==> config.mk <==
export PLATFORM = sky130hd
export DESIGN_NAME = if_stage_fetch_flat
export DESIGN_NICKNAME = d
export VERILOG_FILES = /design/src/rtl/if_stage_fetch_if.sv /design/src/rtl/if_stage_fetch.sv /design/src/flat_wrapper.sv
export SDC_FILE = /design/constraint.sdc
export NUM_CORES = 1
export LEC_CHECK = 0
export ABC_AREA = 1
export BUFFER_PORTS_ARGS = -buffer_cell sky130_fd_sc_hd__buf_2
export CORE_UTILIZATION = 50
export DETAILED_ROUTE_END_ITERATION = 7
export PLACE_DENSITY = 0.73
export RECOVER_POWER = 100
export SLEW_MARGIN = 40
export SYNTH_ARGS = -nofsm -noshare
export SYNTH_HDL_FRONTEND = slang
export SYNTH_SLANG_ARGS = --single-unit
==> constraint.sdc <==
create_clock -name clk -period 2.34 [get_ports clk]
set_clock_uncertainty 0.2 [all_clocks]
set_input_delay 0.468 -clock clk [delete_from_list [all_inputs] [get_ports clk]]
set_output_delay 0.468 -clock clk [all_outputs]
set_load 0.02 [all_outputs]
==> src/rtl/if_stage_fetch_if.sv <==
// Instruction-memory request/response bundle for the fetch stage.
// master = fetch stage, slave = instruction memory.
interface if_stage_fetch_if;
  logic        imem_req;
  logic [31:0] imem_addr;
  logic        imem_gnt;
  logic        imem_rvalid;
  logic [31:0] imem_rdata;

  modport master (
    output imem_req,
    output imem_addr,
    input  imem_gnt,
    input  imem_rvalid,
    input  imem_rdata
  );

  modport slave (
    input  imem_req,
    input  imem_addr,
    output imem_gnt,
    output imem_rvalid,
    output imem_rdata
  );
endinterface

==> src/rtl/if_stage_fetch.sv <==
// Fetch stage: one outstanding imem request, 2-deep
// {pc+4, instr} buffer, branch redirect with stale-response drop.
module if_stage_fetch #(
  parameter logic [31:0] NOP_INSTR = 32'hE0000000,
  parameter logic [31:0] RESET_PC  = 32'h00000000
) (
  input  logic        clk,
  input  logic        rst,
  input  logic        freeze,
  input  logic        branch_taken,
  input  logic [31:0] branch_addr,
  if_stage_fetch_if.master imem,
  output logic [31:0] pc,
  output logic [31:0] instruction,
  output logic        valid
);

  typedef enum logic [1:0] {
    S_IDLE,
    S_WAIT,
    S_DROP
  } state_e;

  state_e      state_q, state_d;
  logic [31:0] fetch_pc_q, fetch_pc_d;
  logic [31:0] req_pc_q, req_pc_d;
  logic [31:0] pc0_q, pc0_d;
  logic [31:0] pc1_q, pc1_d;
  logic [31:0] in0_q, in0_d;
  logic [31:0] in1_q, in1_d;
  logic [1:0]  cnt_q, cnt_d;

  logic        issue;
  logic        fire;
  logic        push;
  logic        pop;
  logic [1:0]  wr_slot;

  // Handshake decode: issue, grant, response push and head pop.
  always_comb begin
    issue = rst && (state_q == S_IDLE)
         && (cnt_q != 2'd2) && !branch_taken;
    fire  = issue && imem.imem_gnt;
    push  = (state_q == S_WAIT) && imem.imem_rvalid
         && !branch_taken;
    pop   = !freeze && (cnt_q != 2'd0) && !branch_taken;
    wr_slot = cnt_q - {1'b0, pop};
  end

  assign imem.imem_req  = issue;
  assign imem.imem_addr = fetch_pc_q;

  assign valid       = (cnt_q != 2'd0);
  assign pc          = valid ? pc0_q : 32'd0;
  assign instruction = valid ? in0_q : NOP_INSTR;

  // Next-state: branch redirect wins over issue, push and pop.
  always_comb begin
    state_d    = state_q;
    fetch_pc_d = fetch_pc_q;
    req_pc_d   = req_pc_q;
    pc0_d      = pc0_q;
    pc1_d      = pc1_q;
    in0_d      = in0_q;
    in1_d      = in1_q;
    cnt_d      = cnt_q;
    if (branch_taken) begin
      fetch_pc_d = branch_addr;
      cnt_d      = 2'd0;
      case (state_q)
        S_WAIT:  state_d = imem.imem_rvalid ? S_IDLE : S_DROP;
        S_DROP:  state_d = imem.imem_rvalid ? S_IDLE : S_DROP;
        default: state_d = S_IDLE;
      endcase
    end else begin
      case (state_q)
        S_IDLE: begin
          if (fire) begin
            req_pc_d   = fetch_pc_q;
            fetch_pc_d = fetch_pc_q + 32'd4;
            state_d    = S_WAIT;
          end
        end
        S_WAIT:  if (imem.imem_rvalid) state_d = S_IDLE;
        S_DROP:  if (imem.imem_rvalid) state_d = S_IDLE;
        default: state_d = S_IDLE;
      endcase
      if (pop) begin
        pc0_d = pc1_q;
        in0_d = in1_q;
      end
      if (push) begin
        unique case (1'b1)
          (wr_slot == 2'd0): begin
            pc0_d = req_pc_q + 32'd4;
            in0_d = imem.imem_rdata;
          end
          default: begin
            pc1_d = req_pc_q + 32'd4;
            in1_d = imem.imem_rdata;
          end
        endcase
      end
      cnt_d = cnt_q + {1'b0, push} - {1'b0, pop};
    end
  end

  // State and buffer registers, synchronous active-low reset.
  always_ff @(posedge clk) begin
    if (!rst) begin
      state_q    <= S_IDLE;
      fetch_pc_q <= RESET_PC;
      req_pc_q   <= 32'd0;
      pc0_q      <= 32'd0;
      pc1_q      <= 32'd0;
      in0_q      <= 32'd0;
      in1_q      <= 32'd0;
      cnt_q      <= 2'd0;
    end else begin
      state_q    <= state_d;
      fetch_pc_q <= fetch_pc_d;
      req_pc_q   <= req_pc_d;
      pc0_q      <= pc0_d;
      pc1_q      <= pc1_d;
      in0_q      <= in0_d;
      in1_q      <= in1_d;
      cnt_q      <= cnt_d;
    end
  end

endmodule

==> src/flat_wrapper.sv <==
// flat-port wrapper written by rule: the top's interface ports become plain ports
module if_stage_fetch_flat 
#(
  parameter logic [31:0] NOP_INSTR = 32'hE0000000,
  parameter logic [31:0] RESET_PC  = 32'h00000000
)
  (clk, rst, freeze, branch_taken, branch_addr, pc, instruction, valid, imem_imem_req, imem_imem_addr, imem_imem_gnt, imem_imem_rvalid, imem_imem_rdata);
  if_stage_fetch_if imem_i ();
  input  logic clk;
  input  logic rst;
  input  logic freeze;
  input  logic branch_taken;
  input  logic [31:0] branch_addr;
  output logic [31:0] pc;
  output logic [31:0] instruction;
  output logic valid;
  output wire logic [$bits(imem_i.imem_req)-1:0] imem_imem_req;
  output wire logic [$bits(imem_i.imem_addr)-1:0] imem_imem_addr;
  input wire logic [$bits(imem_i.imem_gnt)-1:0] imem_imem_gnt;
  input wire logic [$bits(imem_i.imem_rvalid)-1:0] imem_imem_rvalid;
  input wire logic [$bits(imem_i.imem_rdata)-1:0] imem_imem_rdata;
  assign imem_imem_req = imem_i.imem_req;
  assign imem_imem_addr = imem_i.imem_addr;
  assign imem_i.imem_gnt = imem_imem_gnt;
  assign imem_i.imem_rvalid = imem_imem_rvalid;
  assign imem_i.imem_rdata = imem_imem_rdata;
  if_stage_fetch #(.NOP_INSTR(NOP_INSTR), .RESET_PC(RESET_PC)) u_core (.clk(clk), .rst(rst), .freeze(freeze), .branch_taken(branch_taken), .branch_addr(branch_addr), .imem(imem_i), .pc(pc), .instruction(instruction), .valid(valid));
endmodule
==> impl_results.md, run 1 <==
- Nature of the critical path endpoint: output pin
- Number of synthesized register bits: 196
- Post-synthesis sequential area ratio: 39.2%
- Clock Path Buffers: 2
- R2r setup slk: 70 ps
- Final setup viols: 0
- Yosys top cell area share: 39.2%
- Setup crit start kind: flip-flop
- Run status: finished clean
- Antenna Cells: 0
- P_leak: 4.63 nW
- CTS tree: built
- Most frequent cells in the layout: nand2_1 (314), nor2_1 (240), inv_1 (208)
- Critical path's most frequent cell: inv_2
- Worst path max stage delay: 370 ps
- Met2 GRT Util: 46.4%
- Core footprint: 19500 um2
- Latest clock arrival within the worst-skew pair: 440 ps
- Critical Path End: instruction[30]
- Slew margin rel.: 39.1%
- Synth area leaders: dfxtp_1 (39%), nand2_1 (12%), nor2_1 (8.9%)
- Peak supply drop: 0.533 mV
- R2R Path End: u_core.pc1_q[15]$_SDFFE_PN0P_
- Hold Vio Cnt, Final: 0
- Overall power: 7.22 mW
- Mapped Area: 10000 um2
- Fin crit period: 2310 ps
- WL/cell: 14.3 um
- Reg2Reg Depth: 8
- Detailed Route Iter0 Violations: 720
- Chip Height: 144 um
- GR Util met3: 3.47%
- Library cells used by synthesis: 40
- GR met1 Demand/Resource: 36.9%
- All-Layer GR Usage: 27.7%
- Crit Path Class: reg2out
- # fillers: 2011
- Synth Net Count: 1611
- Max-slew violations: 0
- DRC: 0
- Clk slew on worst S/H paths: 70 ps
- Most common cell after layout, fill and taps aside: nand2_1
- Vias after detailed routing: 10.2k
- RSZ-0062 raised after global routing: yes
- Post-route ant nets: 0
- GRT busiest layer: met2
- Worst Path Required: 1670 ps
- Final HPWL DP: 19500 um
- Root buf cell: clkbuf_16
- Crit path from: u_core.cnt_q[1]$_SDFF_PP0_
- Pwr dens: 617 nW/um2
- Mapped Cells: 1536
- Ys Warns: 0
- PortBufs: 167
- Setup_tns: 0 ps
- Remaining global-route overflow: 0
- Final Net Count: 1758
- Worst r2r src: u_core.req_pc_q[2]$_SDFFE_PN0P_
- CP arrival: 1640 ps
- First drt pass iteration count: 7
- Slew @ Worst Pin: 914 ps
- Layout cells sized above 1: 11.9%
- Io pins: 168
- Row cnt: 51
- CTS Buf Count: 17
- Global-route wire length before repair: 45400 um
- H-tree depth: 4
- Final wirelength: 28100 um
- Worst-path maximum fanout: 38
- Synthesis-to-layout area growth: 16.7%
- Starting density of the core: 51.3%
- Antenna violations before repair: 0
- Maxcap violations: 0
- Max Fclk: 433 MHz
- Vias in the first global route: 8994
- Hold/Removal Path Class: in2reg
- CTS Sinks: 196
- Largest net degree at the start of global routing: 100
- GPL Wtd Cong: 0.972
- Syn avg cell area: 6.52 um2
- Die area: 20600 um2
- Slowest-stage cell, CP: dfxtp_4
- Die W: 144 um
- Drt via density: 5.20
- Final worst-path cycle share: 98.8%
- CP Cell Sequence: inv_2, nand2_4, inv_2, buf_12, or2_2, buf_2
- Leading area contributor after synthesis: dfxtp_1
-- layer usage --
metal | wire, um | up-vias
met5 | 0 | -
met4 | 512 | 0
met3 | 1250 | 33
met2 | 13300 | 292
met1 | 13000 | 4670
li1 | - | 5201
-- stage by stage --
stage | setup WS, ps | hold WS [ps] | cells | utilization [%] | cell area [um2]
floorplan | 413 | 226 | 1536 | - | 10000
global placement | 240 | 239 | 1929 | 57.6 | 11200
detailed placement | 157 | 246 | 1929 | 57.6 | 11200
CTS | 12.6 | 28.9 | 1961 | 60.8 | 11900
global route | -33.6 | 52.0 | 1961 | 59.9 | 11700
finish | 27.9 | 39.4 | 1961 | 59.9 | 11700
-- flip-flops by register name, indices dropped and copies added (netlist names) --
signal                 count
u_core.state_q             2
u_core.in1_q              32
u_core.imem.imem_addr     32
u_core.in0_q              32
u_core.pc0_q              32
u_core.cnt_q               2
u_core.pc1_q              32
u_core.req_pc_q           32
-- Yosys cell counts, drive strengths merged --
| master | instances |
|---|---|
| o211ai | 46 |
| a21oi | 92 |
| or2 | 4 |
| nand4 | 6 |
| dfxtp | 196 |
| nand3b | 4 |
| o21ai | 149 |
| buf | 39 |
| a22oi | 9 |
| nor3 | 18 |
| xor2 | 13 |
| a21boi | 1 |
| and2 | 1 |
| inv | 215 |
| clkbuf | 43 |
| and3 | 1 |
| nand3 | 110 |
| ha | 5 |
| xnor2 | 1 |
| a31oi | 12 |
| o211a | 1 |
| o221ai | 1 |
| a211oi | 7 |
| nand2 | 318 |
| nor2 | 243 |
| a21o | 1 |
-- critical path: cells and delay by family, from the launching register on --
family / cells / cell delay (ps)
buffers and inverters: 4 / 420
flip-flops: 1 / 370
AND/OR/NAND/NOR: 2 / 390
-- kinds of logic after synthesis --
| group | share of synthesized area [%] |
|---|---|
| and+or+nand+nor | 29.2 |
| buffers and inverters | 11.9 |
| adders and majority gates | 0.624 |
| AOI/OAI and AO/OA | 18.0 |
| xor gates and xnor gates | 1.22 |
| DFF | 39.2 |
-- worst min path at each step --
stage                                              from                                     to  cells after the start
after floorplan           u_core.pc0_q[21]$_SDFFE_PN0N_          u_core.pc0_q[21]$_SDFFE_PN0N_                      2
after global placement    u_core.pc0_q[21]$_SDFFE_PN0N_          u_core.pc0_q[21]$_SDFFE_PN0N_                      2
after detailed placement  u_core.in1_q[26]$_SDFFE_PN0P_          u_core.in1_q[26]$_SDFFE_PN0P_                      2
after CTS                                branch_addr[1]  u_core.imem.imem_addr[1]$_SDFFE_PN0P_                      3
after global routing                     branch_addr[1]  u_core.imem.imem_addr[1]$_SDFFE_PN0P_                      3
final                                    branch_addr[1]  u_core.imem.imem_addr[1]$_SDFFE_PN0P_                      3
-- cell type report --
type	count	area, um2	area share (%)
flip-flops and latches	196	3930	33.6
clock buffers	20	457	3.90
inverters	215	808	6.91
well taps	265	332	2.83
clock inverters	12	168	1.43
multi-input cells	1043	4880	41.7
repair buffers	210	1120	9.62
-- where the power goes --
part	internal (mW)	switching, mW	total (mW)	leakage [nW]
clock network	1.76	1.35	3.12	0.296
logic	0.205	0.382	0.587	2.74
registers	3.42	0.0990	3.51	1.59
-- what timing repair did --
action / in CTS / in global routing
pin swaps: 0 / 0
gates resized for setup: 2 / 4
setup endpoints to repair: 3 / 3
hold buffers: 0 / 0
buffers inserted: 0 / 0
Note: power is estimated with default switching activity, not from simulation.
==> run 2, diff against run 1 <==
CORE_ASPECT_RATIO = 0.7   (was default)
==> run 2 against run 1 <==
Sequential power hardly changed. Largest power group unchanged. Register-to-register slack improved by 60 ps. First-iteration DRC count is 38% higher. Wire length up 2.6%. Largest cell class unchanged. Die area hardly changed. Highest routed layer unchanged.
==> impl_results.md, run 2 (synthesized netlist as in run 1, its figures left out) <==
- GPL Wtd Cong: 0.999 (was 0.972)
- Largest net degree at the start of global routing: 116 (was 100)
- WL/cell: 14.7 um (was 14.3 um)
- Critical Path End: instruction[29] (was instruction[30])
- Fin crit period: 2270 ps (was 2310 ps)
- Slew @ Worst Pin: 968 ps (was 914 ps)
- Reg2Reg Depth: 12 (was 8)
- Final worst-path cycle share: 96.9% (was 98.8%)
- Remaining global-route overflow: 0 (unchanged)
- Nature of the critical path endpoint: output pin (unchanged)
- Clock Path Buffers: 2 (unchanged)
- Worst Path Required: 1670 ps (about the same)
- R2R Path End: u_core.pc1_q[18]$_SDFFE_PN0P_ (was u_core.pc1_q[15]$_SDFFE_PN0P_)
- Fin util: 61.1% (was 59.9%)
- Setup_tns: 0 ps (unchanged)
- CTS tree: built (unchanged)
- Layout cells sized above 1: 14.0% (was 11.9%)
- Vias in the first global route: 9055 (was 8994)
- H-tree depth: 4 (unchanged)
- CTS Sinks: 196 (unchanged)
- Clk slew on worst S/H paths: 80 ps (was 70 ps)
- Setup crit start kind: flip-flop (unchanged)
- Latest clock arrival within the worst-skew pair: 430 ps (was 440 ps)
- Detailed Route Iter0 Violations: 990 (was 720)
- Worst r2r src: u_core.cnt_q[1]$_SDFF_PP0_ (was u_core.req_pc_q[2]$_SDFFE_PN0P_)
- First drt pass iteration count: 6 (was 7)
- Worst-path maximum fanout: 12 (was 38)
- Maxcap violations: 0 (unchanged)
- Vias after detailed routing: 10.3k (was 10.2k)
- CTS Buf Count: 17 (unchanged)
- Final HPWL DP: 20100 um (was 19500 um)
- Row cnt: 42 (was 51)
- Post-route ant nets: 0 (unchanged)
- Final setup viols: 0 (unchanged)
- All-Layer GR Usage: 28.1% (was 27.7%)
- Synthesis-to-layout area growth: 17.2% (was 16.7%)
- Hold Vio Cnt, Final: 0 (unchanged)
- Core footprint: 19200 um2 (was 19500 um2)
- PortBufs: 167 (unchanged)
- Slew margin rel.: 35.5% (was 39.1%)
- Antenna violations before repair: 0 (unchanged)
- Starting density of the core: 52.1% (was 51.3%)
- Die area: 20600 um2 (about the same)
- Crit path from: u_core.cnt_q[1]$_SDFF_PP0_ (unchanged)
- Pwr dens: 600 nW/um2 (was 617 nW/um2)
- R2r setup slk: 130 ps (was 70 ps)
- Io pins: 168 (unchanged)
- Final wirelength: 28800 um (was 28100 um)
- Most common cell after layout, fill and taps aside: nand2_1 (unchanged)
- Chip Height: 120 um (was 144 um)
- CP arrival: 1600 ps (was 1640 ps)
- Peak supply drop: 0.388 mV (was 0.533 mV)
- Crit Path Class: reg2out (unchanged)
- Antenna Cells: 0 (unchanged)
- Most frequent cells in the layout: nand2_1 (314), nor2_1 (238), inv_1 (207) (was nand2_1 (314), nor2_1 (240), inv_1 (208))
- Root buf cell: clkbuf_16 (unchanged)
- Final Net Count: 1756 (was 1758)
- Max-slew violations: 0 (unchanged)
- Hold/Removal Path Class: in2reg (unchanged)
- Run status: finished clean (unchanged)
- P_leak: 4.77 nW (was 4.63 nW)
- DRC: 0 (unchanged)
- Max Fclk: 441 MHz (was 433 MHz)
- Global-route wire length before repair: 46000 um (was 45400 um)
- Hold Path Depth: 3 (unchanged)
- Drt via density: 5.28 (was 5.20)
- Die W: 171 um (was 144 um)
## run 2: cell types whose count changed in the layout (fill, tap and decap cells not counted), sizes merged
| cell | delta |
|---|---|
| inv | +3 |
| buf | +63 |
| bufinv | -2 |
| clkbuf | -68 |
| clkinv | +1 |
## run 2: per-layer routing
layer | track usage (%) | up-vias | part of all wire, %
li1 | - | 5210 | -
met1 | 41.1 | 4731 | 49
met2 | 41.8 | 355 | 42
met3 | 6.42 | 32 | 8.3
met4 | 6.14 | 0 | 1.1
met5 | 0 | - | 0
## run 2: report_power, final
| group | internal [mW] | total [mW] | leakage, nW | switching (mW) |
|---|---|---|---|---|
| Combinational | 0.204 | 0.587 | 2.90 | 0.382 |
| Sequential | 3.41 | 3.51 | 1.59 | 0.0983 |
| Clock | 1.52 | 2.94 | 0.279 | 1.42 |
## run 2: worst min path at each step
stage                                  startpoint                               endpoint
floorplan           u_core.pc0_q[21]$_SDFFE_PN0N_          u_core.pc0_q[21]$_SDFFE_PN0N_
global placement    u_core.pc0_q[29]$_SDFFE_PN0N_          u_core.pc0_q[29]$_SDFFE_PN0N_
detailed placement  u_core.in1_q[30]$_SDFFE_PN0P_          u_core.in1_q[30]$_SDFFE_PN0P_
CTS                                branch_addr[1]  u_core.imem.imem_addr[1]$_SDFFE_PN0P_
global route                       branch_addr[0]  u_core.imem.imem_addr[0]$_SDFFE_PN0P_
finish                             branch_addr[1]  u_core.imem.imem_addr[1]$_SDFFE_PN0P_
## run 2: cell type report
cell class	count	area, um2
well taps	264	330
inverters	215	811
clock buffers	17	425
clock inverters	14	160
multi-input cells	1043	4910
fillers	1911	7490
repair buffers	208	1180
flip-flops and latches	196	3930
## run 2: critical path, cell delays in order (launching register included)
cell	delay, ps
dfxtp_4	380
inv_2	60
nand2_4	80
inv_4	70
buf_4	160
or2_2	260
buf_2	160
## run 2: what timing repair did
action,CTS,global route
resized for setup,3,3
pin swaps,1,0
endpoints found under the setup margin,25,5
hold buffers,0,0
buffers inserted,1,0
endpoints found under the hold margin,0,0
## run 2: per-stage QoR
step | area [um2] | power [mW] | std cells | hold slack (ps) | setup WS, ps
2_1_floorplan | 10000 | 3.92 | 1536 | 226 | 413
3_3_place_gp | 11200 | 4.17 | 1925 | 240 | 201
3_5_place_dp | 11200 | 4.18 | 1925 | 247 | 140
4_1_cts | 11800 | 7.08 | 1957 | 27.4 | 20.9
5_1_grt | 11700 | 7.30 | 1957 | 47.0 | -10.6
6_report | 11700 | 7.04 | 1957 | 39.8 | 71.5
